**src/rtl/regfile_snapshot_streamer.sv**
```systemverilog
`default_nettype none
// ============================================================================
// Module   : regfile_snapshot_streamer
// Purpose  : Freezes a coherent snapshot of the tapped integer registers on a
//            trigger and streams it out one register per beat over a
//            valid/ready interface.
// Options  : REGSNAP_DELTA_EN - when defined, only entries that differ from
//            the previously streamed snapshot are sent.
// Revision : 1.0 - initial release
// ============================================================================
module regfile_snapshot_streamer #(
  parameter int NREGS = 32,
  parameter int XLEN  = 32,
  parameter int IDX_W = 5
) (
  input  logic                  clock,
  input  logic                  reset_n,
  input  logic [NREGS*XLEN-1:0] regs_in,
  input  logic                  trigger,
  output logic                  busy,
  output logic                  out_valid,
  input  logic                  out_ready,
  output logic [IDX_W-1:0]      out_idx,
  output logic [XLEN-1:0]       out_data,
  output logic                  out_last,
  output logic [15:0]           snap_count,
  output logic [7:0]            drop_count
);

  typedef enum logic [0:0] {
    ST_IDLE   = 1'b0,
    ST_STREAM = 1'b1
  } state_t;

  state_t           state_q, state_d;
  logic [15:0]      snap_count_q, snap_count_d;
  logic [7:0]       drop_count_q, drop_count_d;
  logic [XLEN-1:0]  regs_w [NREGS];
  logic [XLEN-1:0]  snap_q [NREGS];
  logic [XLEN-1:0]  snap_d [NREGS];
  logic             capture;
  logic             handshake;
  logic             is_last;
  logic [IDX_W-1:0] cur_idx;

  genvar gi;
  generate
    for (gi = 0; gi < NREGS; gi++) begin : g_unpack
      assign regs_w[gi] = regs_in[gi*XLEN +: XLEN];
    end
  endgenerate

  assign busy      = (state_q == ST_STREAM);
  assign handshake = busy & out_ready;

`ifdef REGSNAP_DELTA_EN
  localparam logic [NREGS-1:0] ONE_MASK = NREGS'(1);

  logic [XLEN-1:0]  shadow_q [NREGS];
  logic [XLEN-1:0]  shadow_d [NREGS];
  logic             shadow_vld_q, shadow_vld_d;
  logic [NREGS-1:0] pend_q, pend_d;
  logic [NREGS-1:0] change_mask;

  // Per-entry change mask; capture happens on the same edge, so live regs_in
  // equals the snapshot being taken. No valid shadow means everything changed.
  always_comb begin
    change_mask = '0;
    for (int i = 0; i < NREGS; i++) begin
      change_mask[i] = !shadow_vld_q || (regs_w[i] != shadow_q[i]);
    end
  end

  // Priority encoder: lowest pending entry is the current beat.
  always_comb begin
    cur_idx = '0;
    for (int i = NREGS - 1; i >= 0; i--) begin
      if (pend_q[i]) cur_idx = IDX_W'(i);
    end
  end

  // Last beat when at most one pending bit remains.
  assign is_last = ((pend_q & (pend_q - ONE_MASK)) == '0);

  // Pending-mask and shadow next-state.
  always_comb begin
    pend_d       = pend_q;
    shadow_vld_d = shadow_vld_q;
    shadow_d     = shadow_q;
    if (capture) begin
      // With no changes a single beat of entry 0 still marks the snapshot.
      pend_d = (change_mask == '0) ? ONE_MASK : change_mask;
    end else if (handshake) begin
      if (is_last) begin
        shadow_d     = snap_q;
        shadow_vld_d = 1'b1;
      end else begin
        pend_d = pend_q & (pend_q - ONE_MASK);
      end
    end
  end

  // Pending mask and shadow-valid registers.
  always_ff @(posedge clock or negedge reset_n) begin
    if (!reset_n) begin
      pend_q       <= '0;
      shadow_vld_q <= 1'b0;
    end else begin
      pend_q       <= pend_d;
      shadow_vld_q <= shadow_vld_d;
    end
  end

  // Shadow contents carry no reset; shadow_vld qualifies them.
  always_ff @(posedge clock) begin
    shadow_q <= shadow_d;
  end
`else
  logic [IDX_W-1:0] idx_q, idx_d;

  assign cur_idx = idx_q;
  assign is_last = (idx_q == IDX_W'(NREGS - 1));

  // Beat index walks 0..NREGS-1 in order.
  always_comb begin
    idx_d = idx_q;
    if (capture) begin
      idx_d = '0;
    end else if (handshake && !is_last) begin
      idx_d = idx_q + 1'b1;
    end
  end

  // Beat index register.
  always_ff @(posedge clock or negedge reset_n) begin
    if (!reset_n) idx_q <= '0;
    else          idx_q <= idx_d;
  end
`endif

  // FSM next-state, capture strobe and counters.
  always_comb begin
    state_d      = state_q;
    capture      = 1'b0;
    snap_count_d = snap_count_q;
    drop_count_d = drop_count_q;
    case (state_q)
      ST_IDLE: begin
        if (trigger) begin
          capture      = 1'b1;
          snap_count_d = snap_count_q + 16'd1;
          state_d      = ST_STREAM;
        end
      end
      ST_STREAM: begin
        // Triggers while busy are dropped, including on the final beat.
        if (trigger && (drop_count_q != 8'hFF)) begin
          drop_count_d = drop_count_q + 8'd1;
        end
        if (handshake && is_last) begin
          state_d = ST_IDLE;
        end
      end
      default: state_d = ST_IDLE;
    endcase
  end

  // Snapshot array loads only on an accepted trigger.
  always_comb begin
    snap_d = snap_q;
    if (capture) snap_d = regs_w;
  end

  // Snapshot storage; no reset needed since it is only read while streaming.
  always_ff @(posedge clock) begin
    snap_q <= snap_d;
  end

  // FSM state and counter registers.
  always_ff @(posedge clock or negedge reset_n) begin
    if (!reset_n) begin
      state_q      <= ST_IDLE;
      snap_count_q <= '0;
      drop_count_q <= '0;
    end else begin
      state_q      <= state_d;
      snap_count_q <= snap_count_d;
      drop_count_q <= drop_count_d;
    end
  end

  // Beat outputs are forced to zero outside a stream.
  assign out_valid  = busy;
  assign out_idx    = busy ? cur_idx : '0;
  assign out_data   = busy ? snap_q[cur_idx] : '0;
  assign out_last   = busy & is_last;
  assign snap_count = snap_count_q;
  assign drop_count = drop_count_q;

endmodule
`default_nettype wire

```
**config.mk**
```make
export PLATFORM = sky130hd
export DESIGN_NAME = regfile_snapshot_streamer
export DESIGN_NICKNAME = d
export VERILOG_FILES = /design/src/rtl/regfile_snapshot_streamer.sv
export SDC_FILE = /design/constraint.sdc
export NUM_CORES = 1
export LEC_CHECK = 0
export CAP_MARGIN = 20
export CORE_AREA = 3 3 425 427
export DETAILED_ROUTE_END_ITERATION = 16
export DIE_AREA = 0 0 428 430
export SYNTH_ARGS = -nofsm -noshare
export SYNTH_HDL_FRONTEND = slang
export SYNTH_SLANG_ARGS = --single-unit
```
**constraint.sdc**
```tcl
create_clock -name clock -period 8.95 [get_ports clock]
set_input_delay 1.79 -clock clock [delete_from_list [all_inputs] [get_ports clock]]
set_output_delay 1.79 -clock clock [all_outputs]
set_load 0.1 [all_outputs]
```
==> results.yml <==
pwr:
  vdd_ir_drop_max_v: 0.000197
  p_leak_nw: 18.7
  netSwitchingPower_mw: 6.22
  part_of_the_power_in_registers_pct: 34.8
  report.power.total_mw: 16.8
  combinationalPowerShare_pct: 36.2
  power_density_nw_per_um2: 289
  cell_internal_pwr_mw: 10.6
  share_clk_of_total_power_pct: 29.0
  p_sw_share_pct: 37.1
timing:
  final.setup.worst_slack_ps: 1960
  final-hold-violation-count: 0
  layout_worst_path_cycle_share_pct: 78.1
  finalClockSkew_ps: 45.9
  final_max_slew_viol_count: 0
  setup-tns-final_ps: 0
  rsz0062_at_grt: "false"
  setup-violations-final: 0
  transition_time_at_the_pin_with_the_least_slew_margin_ps: 1270
  worst_slew_margin_rel_pct: 15.3
  final.min_clock_period_ps: 6990
  final.hold.worst_slack_ps: 495
  fmax_mhz: 143
setup_path:
  timing.critical_path.buf_inv: 2
  path_class: "reg -> out"
  crit_chain: "nor2b_4, buf_4, nand2_1, and3_1, nor3_1, clkdlybuf4s50_1"
  worst_setup_sp_type: "flip-flop"
  worstPathRequired_ps: 7160
  cp_slowest_cell: "clkdlybuf4s50_1"
  worstPathMaxFanout: 22
  crit_family: "simple AND/OR/NAND/NOR gates"
  setup.worst_path.end_class: "output port"
  crit_path_max_incr_delay_ps: 1290
  crit_arrival_ps: 5200
die:
  rows: 154
  die_area_sq_um: 184000
  floorplan.die.width_um: 428
  start_util_pct: 23.0
  io_pins: 1092
  die_y_um: 430
  coreArea_sq_um: 176000
detailed_routing:
  route.vias.total: 24000
  detail_route.vias_per_cell: 4.41
  route.final.wire_length_um: 165000
  drt.antenna.violating_nets: 0
  wl_per_cell_um: 30.2
  drt_iter0_drc: 2435
  drt_first_pass_iters: 7
  detail_route.drc_violations: 0
logic_synthesis:
  netlist-cell-type-count: 40
  yosysWarningCount: 0
  synth_area_sq_um: 40500
  ys_seq_area_share_pct: 77.7
  syn_inst: 1837
  synth_seq_cells: 1054
  mappedNetlistNets: 2869
  mean_syn_cell_area_sq_um: 22.1
placement:
  place_hpwl_um: 126000
  dpl-instance-area_sq_um: 54100
  dp_worst_setup_slack_ps: 2680
  port_bufs: 1091
  routabilityCongestion: 0.898
layout:
  share_of_cells_above_drive_strength_1_pct: 16.0
  final_instance_area_sq_um: 58000
  layout.cells.most_common: "clkdlybuf4s50_1"
  layout.nets: 4013
  layout-area-overhead-vs-synth_pct: 43.2
  final.fill_count: 17000
  final_cell_mix: "clkdlybuf4s50_1 (1086), edfxtp_1 (1024), mux4_2 (173)"
clock_tree:
  cts_buffers: 117
  cts-root-to-sink-buffers: 3
  cts.root.buffer_cell: "clkbuf_16"
  hold_buffers: 0
  tritoncts: "built"
  h_tree_lvls: 3
  postCtsSetupRepairBufs: 0
  clock_insertion_delay_worst_skew_ps: 750
  post_cts_resize_count: 0
  clock_pin_slew_worst_setup_and_hold_paths_ps: 60
  numClockSinks: 1054
grt:
  first_global_vias: 24800
  grt_overflow: 0
  grt_use_total_pct: 17.3
  grt_antenna_before_repair: 69
  grt_max_degree: 202
  grt_first_pass_wirelength_um: 217000
outcome:
  run_status: "finished, final reports clean"
run:
  drv_cap: 0
worst_hold_path:
  holdCritPathClass: "reg -> reg"
area by class of cell:
type                       instances  area, sq um  share of cell area, %
antenna                           34         85.1                  0.147
clock buffer                     150         3120                   5.38
clock inverter                    70          739                   1.27
inverter                           2         7.51                 0.0129
multi-input combinational        673         8270                   14.2
sequential                      1054        31500                   54.3
tap                             2340         2930                   5.04
timing repair buffer            1133        11400                   19.6
synthesized netlist by cell type, drive strengths merged:
cell type | instances | area [sq um]
edfxtp | 1024 | 30700
mux4 | 193 | 4420
buf | 75 | 612
mux2 | 66 | 743
mux2i | 64 | 641
a22oi | 63 | 473
nand2 | 42 | 158
nor3 | 39 | 295
and3 | 33 | 206
clkbuf | 33 | 184
a221oi | 32 | 280
o211ai | 32 | 245
o22ai | 32 | 200
dfrtp | 30 | 751
xor2 | 14 | 123
xnor2 | 11 | 96.3
nor2 | 10 | 37.5
nand3 | 8 | 40.0
and2 | 7 | 43.8
nand4 | 6 | 37.5
ha | 4 | 50.1
and4 | 3 | 26.3
nor2b | 3 | 18.8
and4b | 2 | 20.0
inv | 2 | 7.51
nand3b | 2 | 15.0
nor4 | 2 | 12.5
a31oi | 1 | 6.26
and3b | 1 | 8.76
nor3b | 1 | 12.5
o221ai | 1 | 8.76
or3b | 1 | 8.76
layer usage:
layer	up-vias	wire [um]	track usage [%]
li1	10100	-	-
met1	12500	59200	19.5
met2	1159	87500	31.3
met3	229	13100	5.00
met4	26	5070	5.90
met5	-	164	0
registers in the layout (all words and copies together) (netlist names):
signal,count
drop_count,8
busy,1
snap_count,16
snap_q,1024
cur_idx,5
power groups by stage:
stage	Combinational, mW	Sequential (mW)	Clock, mW
floorplan	3.96	5.95	0
global placement	6.30	5.95	0
detailed placement	6.29	5.96	0
CTS	6.31	5.86	4.99
global route	6.38	5.87	5.17
finish	6.08	5.84	4.86
metrics by stage:
step / instances / utilization (%)
floorplan: 1837 / -
global placement: 5200 / 30.6
detailed placement: 5201 / 30.6
CTS: 5421 / 32.8
global route: 5443 / 32.9
finish: 5456 / 32.9
final timing paths:
check,startpoint,slack (ps),end,cells after the start
max,cur_idx[2],1960,out_data[31],6
min,snap_count[14],490,snap_count[14],1
max reg2reg,busy,5820,snap_q[757],4
min reg2reg,snap_count[14],490,snap_count[14],1
max in group asynchronous,reset_n,7070,drop_count[1],2
min in group asynchronous,reset_n,1480,cur_idx[0],2
cell families after synthesis:
kind of cell / share of synthesized area (%)
buffers and inverters: 1.98
muxes: 14.3
DFF: 77.7
adders and majority gates: 0.123
AOI/OAI and AO/OA: 2.99
and+or+nand+nor: 2.32
xor gates and xnor gates: 0.540
Note: power is estimated with default switching activity, not from simulation.
